[src/rtl/fp_multiplier.sv]
// Iterative IEEE-style multiplier: shift-add significands, then normalise/round/flag. Optional RNE via FP_MULTIPLIER_RNE_EN.
// Latency: start sampled in cycle 0, mul_done from cycle MAN_W+3; truncation when FP_MULTIPLIER_RNE_EN is undefined.
// Backpressure: result held in DONE until mul_serv; mul_start outside IDLE is dropped, no queueing.
module fp_multiplier #(
    parameter int EXP_W = 8,
    parameter int MAN_W = 23
) (
    input  logic                   clk,
    input  logic                   n_rst,
    input  logic                   mul_start,
    input  logic                   mul_serv,
    input  logic [EXP_W+MAN_W:0]   op1,
    input  logic [EXP_W+MAN_W:0]   op2,
    output logic [EXP_W+MAN_W:0]   mul_result,
    output logic                   mul_done,
    output logic                   mul_busy,
    output logic                   mul_overflow,
    output logic                   mul_underflow
);
    localparam int W      = 1 + EXP_W + MAN_W;
    localparam int SIG_W  = MAN_W + 1;
    localparam int PROD_W = 2 * SIG_W;
    localparam int EW     = EXP_W + 2;
    localparam int CNT_W  = $clog2(SIG_W + 1);
    localparam int BIAS   = (1 << (EXP_W - 1)) - 1;
    localparam int EMAX   = (1 << EXP_W) - 1;

    typedef enum logic [1:0] {IDLE, MULT, NORM, DONE} state_t;

    state_t              state_q, state_d;
    logic [CNT_W-1:0]    cnt_q, cnt_d;
    logic [PROD_W-1:0]   mcand_q, mcand_d;
    logic [SIG_W-1:0]    mplier_q, mplier_d;
    logic [PROD_W-1:0]   acc_q, acc_d;
    logic                sign_q, sign_d;
    logic [EXP_W-1:0]    ea_q, ea_d;
    logic [EXP_W-1:0]    eb_q, eb_d;
    logic [W-1:0]        res_q, res_d;
    logic                done_q, done_d;
    logic                busy_q, busy_d;
    logic                ovf_q, ovf_d;
    logic                unf_q, unf_d;

    logic [EW-1:0]       norm_e;
    logic [MAN_W-1:0]    norm_mant;
    logic [W-1:0]        norm_res;
    logic                norm_ovf;
    logic                norm_unf;
`ifdef FP_MULTIPLIER_RNE_EN
    logic                rnd_guard;
    logic                rnd_sticky;
    logic [MAN_W:0]      rnd_sum;
`endif

    // Exponent is carried in EW bits as two's complement so underflow shows up as a set MSB.
    always_comb begin
        norm_e    = EW'(ea_q) + EW'(eb_q) - EW'(BIAS) + EW'(acc_q[PROD_W-1]);
        norm_mant = acc_q[PROD_W-1] ? acc_q[PROD_W-2 -: MAN_W] : acc_q[PROD_W-3 -: MAN_W];
`ifdef FP_MULTIPLIER_RNE_EN
        rnd_guard  = acc_q[PROD_W-1] ? acc_q[MAN_W] : acc_q[MAN_W-1];
        rnd_sticky = acc_q[PROD_W-1] ? (|acc_q[MAN_W-1:0]) : (|acc_q[MAN_W-2:0]);
        rnd_sum    = {1'b0, norm_mant}
                   + {{MAN_W{1'b0}}, rnd_guard & (rnd_sticky | norm_mant[0])};
        // All-ones mantissa rounding up lands on 2.0: mantissa wraps to zero, exponent bumps.
        if (rnd_sum[MAN_W]) begin
            norm_e = norm_e + EW'(1);
        end
        norm_mant = rnd_sum[MAN_W-1:0];
`endif
        norm_res = {sign_q, norm_e[EXP_W-1:0], norm_mant};
        norm_ovf = 1'b0;
        norm_unf = 1'b0;
        if (ea_q == {EXP_W{1'b1}} || eb_q == {EXP_W{1'b1}}) begin
            norm_res = {sign_q, {EXP_W{1'b1}}, {MAN_W{1'b0}}};
            norm_ovf = 1'b1;
        end else if (ea_q == '0 || eb_q == '0) begin
            norm_res = {sign_q, {(W-1){1'b0}}};
        end else if (!norm_e[EW-1] && norm_e >= EW'(EMAX)) begin
            norm_res = {sign_q, {EXP_W{1'b1}}, {MAN_W{1'b0}}};
            norm_ovf = 1'b1;
        end else if (norm_e[EW-1] || norm_e == '0) begin
            norm_res = {sign_q, {(W-1){1'b0}}};
            norm_unf = 1'b1;
        end
    end

    always_comb begin
        state_d  = state_q;
        cnt_d    = cnt_q;
        mcand_d  = mcand_q;
        mplier_d = mplier_q;
        acc_d    = acc_q;
        sign_d   = sign_q;
        ea_d     = ea_q;
        eb_d     = eb_q;
        res_d    = res_q;
        done_d   = done_q;
        busy_d   = busy_q;
        ovf_d    = ovf_q;
        unf_d    = unf_q;
        case (state_q)
            IDLE: begin
                if (mul_start) begin
                    sign_d   = op1[W-1] ^ op2[W-1];
                    ea_d     = op1[W-2 -: EXP_W];
                    eb_d     = op2[W-2 -: EXP_W];
                    mcand_d  = {{SIG_W{1'b0}}, 1'b1, op1[MAN_W-1:0]};
                    mplier_d = {1'b1, op2[MAN_W-1:0]};
                    acc_d    = '0;
                    cnt_d    = '0;
                    busy_d   = 1'b1;
                    state_d  = MULT;
                end
            end
            MULT: begin
                if (mplier_q[0]) begin
                    acc_d = acc_q + mcand_q;
                end
                mcand_d  = mcand_q << 1;
                mplier_d = mplier_q >> 1;
                cnt_d    = cnt_q + CNT_W'(1);
                if (cnt_q == CNT_W'(MAN_W)) begin
                    state_d = NORM;
                end
            end
            NORM: begin
                res_d   = norm_res;
                ovf_d   = norm_ovf;
                unf_d   = norm_unf;
                busy_d  = 1'b0;
                done_d  = 1'b1;
                state_d = DONE;
            end
            DONE: begin
                if (mul_serv) begin
                    done_d  = 1'b0;
                    ovf_d   = 1'b0;
                    unf_d   = 1'b0;
                    state_d = IDLE;
                end
            end
            default: state_d = IDLE;
        endcase
    end

    always_ff @(posedge clk or negedge n_rst) begin
        if (!n_rst) begin
            state_q  <= IDLE;
            cnt_q    <= '0;
            mcand_q  <= '0;
            mplier_q <= '0;
            acc_q    <= '0;
            sign_q   <= 1'b0;
            ea_q     <= '0;
            eb_q     <= '0;
            res_q    <= '0;
            done_q   <= 1'b0;
            busy_q   <= 1'b0;
            ovf_q    <= 1'b0;
            unf_q    <= 1'b0;
        end else begin
            state_q  <= state_d;
            cnt_q    <= cnt_d;
            mcand_q  <= mcand_d;
            mplier_q <= mplier_d;
            acc_q    <= acc_d;
            sign_q   <= sign_d;
            ea_q     <= ea_d;
            eb_q     <= eb_d;
            res_q    <= res_d;
            done_q   <= done_d;
            busy_q   <= busy_d;
            ovf_q    <= ovf_d;
            unf_q    <= unf_d;
        end
    end

    assign mul_result    = res_q;
    assign mul_done      = done_q;
    assign mul_busy      = busy_q;
    assign mul_overflow  = ovf_q;
    assign mul_underflow = unf_q;
endmodule

[config.mk]
export PLATFORM = sky130hd
export DESIGN_NAME = fp_multiplier
export DESIGN_NICKNAME = d
export VERILOG_FILES = /design/src/rtl/fp_multiplier.sv
export SDC_FILE = /design/constraint.sdc
export NUM_CORES = 1
export LEC_CHECK = 0
export BUFFER_PORTS_ARGS = -buffer_cell sky130_fd_sc_hd__buf_2
export CORE_ASPECT_RATIO = 0.9
export CORE_UTILIZATION = 50
export CTS_CLUSTER_DIAMETER = 60
export DETAILED_ROUTE_END_ITERATION = 10
export PLACE_DENSITY_LB_ADDON = 0.12
export SLEW_MARGIN = 5
export SYNTH_ARGS = -nofsm -noshare
export SYNTH_HDL_FRONTEND = slang
export SYNTH_SLANG_ARGS = --single-unit
[constraint.sdc]
create_clock -name clk -period 4.75 [get_ports clk]
set_input_delay 0.475 -clock clk [delete_from_list [all_inputs] [get_ports clk]]
set_output_delay 0.475 -clock clk [all_outputs]
set_load 0.005 [all_outputs]
## After elaboration in Yosys (flattened, before gate mapping)

Cells that the tools add are included.

| storage, ports and cells | value |
|---|---|
| bits of input ports | 68 |
| register bits | 180 |
| word-level logic and storage cells | 79 |
| output and inout port bits | 36 |

| operators by class | value |
|---|---|
| reduce and logical (&&, ||, !) cells | 18 |
| bitwise gates (word level) | 1 |
| equality and inequality tests | 10 |
| mux-type cells | 31 |
| magnitude comparators | 1 |
| $add $sub $neg | 5 |

Operators by type and width:

| kind | number |
|---|---|
| one-hot mux 48 bit (2 select lines) | 2 |
| 2-to-1 mux 48 bit | 3 |
| 2-to-1 mux 31 bit | 4 |
| adder 48 bit | 1 |
| one-hot mux 24 bit (2 select lines) | 1 |
| 2-to-1 mux 24 bit | 1 |
| 2-to-1 mux 23 bit | 1 |
| equality test 8 bit (second input constant) | 2 |
| logical NOT 8 bit | 2 |
| adder 10 x 1 -> 10 bit | 1 |
| >= comparator 10 x 8 -> 1 bit (second input constant) | 1 |
| logical NOT 10 bit | 1 |
| one-hot mux 5 bit (2 select lines) | 1 |
| subtractor 9 x 7 -> 10 bit (second input constant) | 1 |
| adder 8 x 8 -> 9 bit | 1 |
| 2-to-1 mux 1 bit | 9 |
| inequality test 2 bit (second input constant) | 4 |
| one-hot mux 1 bit (2 select lines) | 4 |
| one-hot mux 2 bit (4 select lines) | 1 |
| AND reduction 2 bit | 4 |
| 2-to-1 mux 2 bit | 3 |
| AND reduction 3 bit | 2 |
| nonzero test 2 bit | 3 |
| adder 5 x 1 -> 5 bit (second input constant) | 1 |
| other kinds (9) | 12 |

## Logic depth before layout (Yosys ltp)

Gate-level depths: netlist of the first run.

| logic depth | value |
|---|---|
| word-level depth | 10 |
| depth in mapped cells | 18 |

## Worst setup path before layout of the first run

No wires, ideal clock.

| path | value |
|---|---|
| path kind | register to register |
| start | register acc_q[47] |
| end | register res_q[10], in the netlist mul_result[10] |
| library setup time | 0.119 ns |
| clock period less this slack | 3.469 ns |
| path buffers | 3 |
| setup slack | 1.281 ns |
| arrival | 3.350 ns |
| cell stages (with the launch flop) | 17 |
| path through | dfrtp_1 -> clkbuf_1 -> inv_1 -> ha_1 -> inv_1 -> ha_1 -> inv_1 -> fa_1 -> xor2_1 -> inv_1 -> or4b_1 -> a2111oi_2 -> a31oi_1 -> or3b_1 -> buf_6 -> buf_12 -> o2bb2ai_2 |

| on the way | value |
|---|---|
| word-level cells in the longest chain between the ends | 7 |
| elaborated cells on any way between the ends | 11 |

Ends and longest elaborated chain:

| what | line | RTL |
|---|---|---|
| from (decl) | 34 | `logic [PROD_W-1:0] acc_q, acc_d;` |
| from (signal assigned) | 152 | `acc_q <= '0;` |
| from (signal assigned) | 166 | `acc_q <= acc_d;` |
| branches (longest 4 deep; another with adder 10 x 1 -> 10 bit) | - |  |
| 2-to-1 mux 31 bit (*) | 78 | `end else if (!norm_e[EW-1] && norm_e >= EW'(EMAX)) begin` |
| 2-to-1 mux 31 bit (*) | 76 | `end else if (ea_q == '0 \|\| eb_q == '0) begin` |
| 2-to-1 mux 31 bit (*) | 73 | `if (ea_q == {EXP_W{1'b1}} \|\| eb_q == {EXP_W{1'b1}}) begin` |
| to (signal assigned) | 170 | `res_q <= res_d;` |
| to (decl) | 38 | `logic [W-1:0] res_q, res_d;` |

Mark *: on every way between the ends.
A chain may end at the register's enable or synchronous reset.

## Final worst setup path of the first run

| path | value |
|---|---|
| start | register mcand_q[0] |
| end | register acc_q[44] |

| on the way | value |
|---|---|
| word-level cells in the longest chain between the ends | 3 |

Ends and longest elaborated chain:

| what | line | RTL |
|---|---|---|
| from (decl) | 32 | `logic [PROD_W-1:0] mcand_q, mcand_d;` |
| from (signal assigned) | 164 | `mcand_q <= mcand_d;` |
| adder 48 bit | 117 | `acc_d = acc_q + mcand_q;` |
| 2-to-1 mux 48 bit | 116 | `if (mplier_q[0]) begin` |
| one-hot mux 48 bit (2 select lines) | 101 | `case (state_q)` |

Every way passes these cells. The select of a mux whose other input is x is not followed.

==> results of run 1 <==
cell usage after synthesis (all sizes together), types with 6 or more instances:
cell | count | share of area
buf | 10 | 0.0073
mux2 | 18 | 0.019
nand4 | 15 | 0.0086
and3 | 8 | 0.0046
nor2b | 7 | 0.0040
nor3 | 8 | 0.0037
inv | 30 | 0.010
a31oi | 20 | 0.011
o211ai | 6 | 0.0041
nand3 | 20 | 0.0092
a211oi | 13 | 0.0094
nor4 | 6 | 0.0034
nand2 | 133 | 0.046
o2bb2ai | 23 | 0.030
o21bai | 14 | 0.0096
mux2i | 71 | 0.065
dfrtp | 180 | 0.41
o21ai | 112 | 0.052
nor2 | 47 | 0.016
ha | 68 | 0.078
a21o | 31 | 0.021
a21oi | 53 | 0.025
clkbuf | 53 | 0.018
xnor2 | 30 | 0.025
xor2 | 18 | 0.014
a22o | 35 | 0.028
o21a | 6 | 0.0041
power by group through the flow:
stage	clock network [mW]	logic (mW)	registers (mW)
floorplan	0	2.99	2.32
global placement	0	3.72	2.42
detailed placement	0	3.76	2.43
CTS	1.45	3.77	2.41
global route	1.52	4.21	2.48
finish	1.42	3.75	2.40
metrics by stage:
stage | setup slack (ns) | utilization
6_report | 1.18 | 0.580
5_1_grt | 0.916 | 0.580
3_3_place_gp | 1.35 | 0.552
2_1_floorplan | 1.28 | -
4_1_cts | 1.25 | 0.580
3_5_place_dp | 1.28 | 0.552
worst max-delay path by stage:
stage,start,end,cells after the start
floorplan,acc_q[47],mul_result[10],16
global placement,eb_q[0],mul_result[1],14
detailed placement,eb_q[0],mul_result[0],14
CTS,mcand_q[0],acc_q[44],11
global route,mcand_q[0],acc_q[44],11
finish,mcand_q[0],acc_q[44],11
sequential cells by signal, indices dropped and copies added (netlist names), 2 cells and up:
register    cells
mplier_q       24
state_q         2
mul_result     32
acc_q          48
eb_q            8
mcand_q        48
ea_q            8
cnt_q           5
final cells by class:
cell class,instances,area (um^2)
Fill cell,1881,8850
Multi-Input combinational cell,836,6050
Sequential cell,180,4500
Timing Repair Buffer,112,602
Clock buffer,17,425
Tap cell,286,358
Clock inverter,15,174
Inverter,31,116
Antenna cell,1,2.50
logic make-up (layout without fill, tap and decap cells):
kind of cell | after synthesis | after routing | synth area share
AO/OA/AOI/OAI | 357 | 357 | 0.233
AND/OR/NAND/NOR | 272 | 272 | 0.114
flip-flops | 180 | 180 | 0.412
buffers and inverters | 94 | 175 | 0.0362
multiplexers | 89 | 89 | 0.0836
adder cells (fa/ha/maj) | 70 | 70 | 0.0815
XOR/XNOR | 48 | 48 | 0.0392
other | 0 | 1 | 0
worst reg2reg max path: stages (launching register included):
cell and delay, ns:
dfrtp_1 0.40, ha_1 0.23, fa_1 0.41, a21o_1 0.22, a221oi_2 0.42, a211oi_1 0.17
a222oi_1 0.58, a31oi_1 0.22, a31oi_1 0.37, o21bai_1 0.15, xnor2_1 0.13, o21ai_0 0.17
layer usage:
layer | routed length, um | vias to the layer above | global-route usage | part of all wire
met2 | 10600 | 162 | 0.353 | 0.43
met1 | 12900 | 4068 | 0.351 | 0.53
met5 | 0 | - | 0 | 0
met3 | 792 | 20 | 0.0353 | 0.032
met4 | 290 | 0 | 0.0526 | 0.012
li1 | - | 4240 | - | -
cells in the final DEF (no fill, tap or decap), drive strengths merged, types with 4 or more instances in the layout:
master and count:
inv 39, nand3 20, o2bb2ai 23, xnor2 30, nor2b 7, nor3 8
a211oi 13, xor2 18, nor2 47, mux2i 71, o31ai 5, o21ai 112
mux2 18, nand2 133, o21bai 14, dfrtp 180, nand4b 4, clkbuf 17
and3 8, and2 4, ha 68, a221oi 5, a31oi 20, a22o 35
a21oi 53, a21o 31, nor4 6, nand4 15, buf 112, o21a 6
o211ai 6, clkinv 7, a21boi 5
==> flow_metrics.env, run 1 <==
export IMPL_power_density_nw_per_um2=618
export IMPL_synth_area_um2=10900
export IMPL_grt_pass1_vias=8094
export IMPL_numCtsBuffers=17
export IMPL_slowest_stage="a222oi_1"
export IMPL_drive_above_1_share=0.167
export IMPL_r2r_end="acc_q[44]"
export IMPL_syn_nets=1248
export IMPL_p_sw_mw=3.36
export IMPL_p_total_mw=7.57
export IMPL_fin_area_um2=12200
export IMPL_drc=0
export IMPL_clock_skew_ns=0.0133
export IMPL_irDropWorstVdd_uv=416
export IMPL_critPathMaxStageDelay_ns=0.58
export IMPL_path_clk_slew_ns=0.07
export IMPL_setup_viol=0
export IMPL_rsz0062_at_grt="no"
export IMPL_cp_cell_sequence="ha_1, fa_1, a21o_1, a221oi_2, a211oi_1, a222oi_1, a31oi_1, a31oi_1, o21bai_1, xnor2_1, o21ai_0"
export IMPL_hold_slack_ns=0.0750
export IMPL_vias=8490
export IMPL_ys_seq_elements=180
export IMPL_slew_viol_final=0
export IMPL_worst_r2r_cell_count=11
export IMPL_worst_pin_slew_ns=1.14
export IMPL_hold_class="primary input to asynchronous set/reset pin"
export IMPL_clock_latency_ns=0.44
export IMPL_viasPerCell=5.74
export IMPL_postCtsSetupBuffers=0
export IMPL_ant_nets=0
export IMPL_path_max_fanout=4
export IMPL_ctsHoldBuffers=0
export IMPL_wl_per_cell_um=16.7
export IMPL_crit_type="flip-flop to flip-flop"
export IMPL_areaGrowthSynthToFinish_pct=12.0
export IMPL_hold_viol=0
export IMPL_synth_edf_count=0
export IMPL_place_area_um2=11600
export IMPL_period_share=0.752
export IMPL_critPathTopFamily="compound AO/OA/AOI/OAI gates"
export IMPL_drt_iter0_drc=510
export IMPL_rr_startpoint="mcand_q[0]"
export IMPL_dp_hpwl_um=17500
export IMPL_dr_pass1_iters=5
export IMPL_ctsResizeCount=0
export IMPL_setup_tns_final_ns=0
export IMPL_path_buf_inv=0
export IMPL_start_kind="flip-flop"
export IMPL_synth_async_reset_ratio=1.00
export IMPL_fin_nets=1316
export IMPL_overflow=0
export IMPL_crit_top_cell="a31oi_1"
export IMPL_numPortBuffers=103
export IMPL_slew_headroom=0.238
export IMPL_boundaryPins=104
export IMPL_ys_flop_type="dfrtp_1"
export IMPL_required_ns=5.09
export IMPL_min_period_ns=3.57
export IMPL_die_w_um=158
export IMPL_clock_sinks=180
export IMPL_grt_total_usage=0.234
export IMPL_fin_cells=1478
export IMPL_routed_wl_um=24600
export IMPL_antenna_found_initial=0
export IMPL_pwr_share_comb=0.495
export IMPL_synthCells=1110
export IMPL_dp_cells=1445
export IMPL_swShare=0.444
export IMPL_placementRows=50
export IMPL_core_area_um2=21100
export IMPL_maxCapViolCount=0
export IMPL_fmax_mhz=280
export IMPL_root_buffer="clkbuf_16"
export IMPL_htree_levels=4
export IMPL_place_congestion=0.876
export IMPL_syn_avg_cell_area_um2=9.85
export IMPL_arrival_ns=3.91
export IMPL_pwr_share_seq=0.317
export IMPL_power_leakage_nw=5.63
export IMPL_outcome="finished clean"
export IMPL_pwr_share_clk=0.187
export IMPL_grt_pass1_wl_um=41800
export IMPL_dieArea_um2=22500
export IMPL_cts_tree="built"
export IMPL_die_h_um=142
export IMPL_endpoint_kind="flip-flop"
export IMPL_grt_max_degree=119
export IMPL_initial_core_util=0.518
export IMPL_ys_seq_area_frac=0.412
export IMPL_r2r_slack_ns=1.18
export IMPL_internal_power_mw=4.21
export IMPL_clk_path_buf_depth=2
export IMPL_synth_warnings=0
export IMPL_synth_cell_types=74
(Power assumes the default switching activity.)
==> run 2, diff against run 1 <==
Clock period 4.75 ns to 3.55 ns, I/O delays scaled along.
==> run 2 against run 1 <==
  * Critical path depth increased by 3
  * Utilization increased by 0.71 points
  * Critical endpoint is now mul_result[7]
  * Largest power group unchanged
  * Sequential share of layout area decreased by 0.44 points
  * First-iteration DRC count increased by 2.0%
  * Largest cell class unchanged
  * Clock skew increased by 0.0025 ns
  * Clock-buffer cell count unchanged
  * Final area increased by 1.2%
  * Total power increased by 37%
  * Flip-flop and latch count unchanged
==> flow_metrics.env, run 2 (same netlist as run 1, synthesis figures left out) <==
export IMPL_arrival_ns=3.69
export IMPL_grt_max_degree=77
export IMPL_rr_startpoint="eb_q[0]"
export IMPL_fin_cells=1492
export IMPL_clk_path_buf_depth=2
export IMPL_crit_type="flip-flop to flip-flop"
export IMPL_hold_viol=0
export IMPL_dieArea_um2=22500
export IMPL_period_share=0.949
export IMPL_die_h_um=142
export IMPL_fin_area_um2=12400
export IMPL_place_area_um2=11700
export IMPL_layout_commonest_cell="dfrtp_1"
export IMPL_core_area_um2=21100
export IMPL_numPortBuffers=103
export IMPL_ant_nets=0
export IMPL_p_total_mw=10.4
export IMPL_clock_skew_ns=0.0157
export IMPL_place_congestion=0.855
export IMPL_placementRows=50
export IMPL_routed_wl_um=24800
export IMPL_worst_pin_slew_ns=0.948
export IMPL_grt_total_usage=0.232
export IMPL_cts_tree="built"
export IMPL_boundaryPins=104
export IMPL_drive_above_1_share=0.179
export IMPL_setup_viol=0
export IMPL_path_max_fanout=11
export IMPL_areaGrowthSynthToFinish_pct=13.3
export IMPL_maxCapViolCount=0
export IMPL_fmax_mhz=297
export IMPL_fin_util=0.587
export IMPL_r2r_slack_ns=0.18
export IMPL_die_w_um=158
export IMPL_power_leakage_nw=5.70
export IMPL_grt_pass1_wl_um=41600
export IMPL_clock_latency_ns=0.44
export IMPL_dp_hpwl_um=17700
export IMPL_numCtsBuffers=17
export IMPL_outcome="finished clean"
export IMPL_wl_per_cell_um=16.6
export IMPL_antenna_found_initial=0
export IMPL_worst_r2r_cell_count=14
export IMPL_endpoint_kind="flip-flop"
export IMPL_dp_cells=1455
export IMPL_required_ns=3.87
export IMPL_overflow=0
export IMPL_crit_start="eb_q[0]"
export IMPL_slew_headroom=0.366
export IMPL_r2r_end="mul_result[7]"
export IMPL_root_buffer="clkbuf_16"
export IMPL_initial_core_util=0.518
export IMPL_slew_viol_final=0
export IMPL_crit_end="mul_result[7]"
export IMPL_rsz0062_at_grt="no"
export IMPL_mostFrequentLayoutCells="dfrtp_1 (180), nand2_1 (133), buf_2 (102)"
export IMPL_start_kind="flip-flop"
export IMPL_irDropWorstVdd_uv=491
export IMPL_fin_nets=1330
export IMPL_min_period_ns=3.37
export IMPL_htree_levels=4
export IMPL_clock_sinks=180
export IMPL_setup_tns_final_ns=0
export IMPL_grt_pass1_vias=8215
export IMPL_drt_iter0_drc=520
export IMPL_power_density_nw_per_um2=837
export IMPL_dr_pass1_iters=5
export IMPL_drc=0
export IMPL_viasPerCell=5.68
export IMPL_vias=8482
export IMPL_hold_class="primary input to flip-flop"
export IMPL_path_clk_slew_ns=0.08
run 2: per-stage QoR:
step	worst slack, ns	hold WS (ns)
2_1_floorplan	0.0813	0.0594
3_3_place_gp	0.285	0.403
3_5_place_dp	0.183	0.402
4_1_cts	0.166	0.128
5_1_grt	0.0215	0.134
6_report	0.181	0.142
run 2: where the power goes:
part | switching [mW] | internal, mW
logic | 3.15 | 2.14
clock network | 0.916 | 0.941
registers | 0.521 | 2.70
run 2: final cells by class:
class | instances | area (um^2)
well taps | 286 | 358
inverters | 31 | 116
multi-input cells | 836 | 6080
clock buffers | 17 | 425
flip-flops and latches | 180 | 4500
clock inverters | 15 | 156
fillers | 1898 | 8700
diodes | 1 | 2.50
repair buffers | 126 | 739
run 2: worst min path at each step:
stage | from | to | slack (ns) | depth (start not counted)
after floorplan | n_rst | acc_q[0] | 0.06 | 0
after global routing | op1[23] | ea_q[0] | 0.13 | 2
after CTS | op2[26] | eb_q[3] | 0.13 | 2
final | op2[26] | eb_q[3] | 0.14 | 2
after detailed placement | n_rst | eb_q[5] | 0.40 | 1
after global placement | n_rst | ea_q[7] | 0.40 | 1
run 2: per-layer routing:
layer | wire length, um | vias up | global-route usage
li1 | - | 4259 | -
met1 | 13000 | 4068 | 0.350
met2 | 10800 | 137 | 0.348
met3 | 821 | 18 | 0.0393
met4 | 230 | 0 | 0.0491
met5 | 0 | - | 0
run 2: timing repair:
action / 4_1_cts / 5_1_grt
setup buffers: 0 / 2
setup endpoints to repair: 0 / 25
hold buffers: 1 / 0
resized for setup: 0 / 5
endpoints found under the hold margin: 71 / 0
run 2: worst max-delay path, cell delays in order, from the launching register on:
cell	delay (ns)
dfrtp_1	0.38
inv_1	0.06
ha_1	0.26
inv_1	0.05
ha_1	0.15
inv_1	0.06
fa_1	0.40
xor2_1	0.20
inv_1	0.07
or4b_1	0.55
a2111oi_4	0.35
a31oi_2	0.15
or3b_4	0.31
clkbuf_16	0.19
o2bb2ai_2	0.06
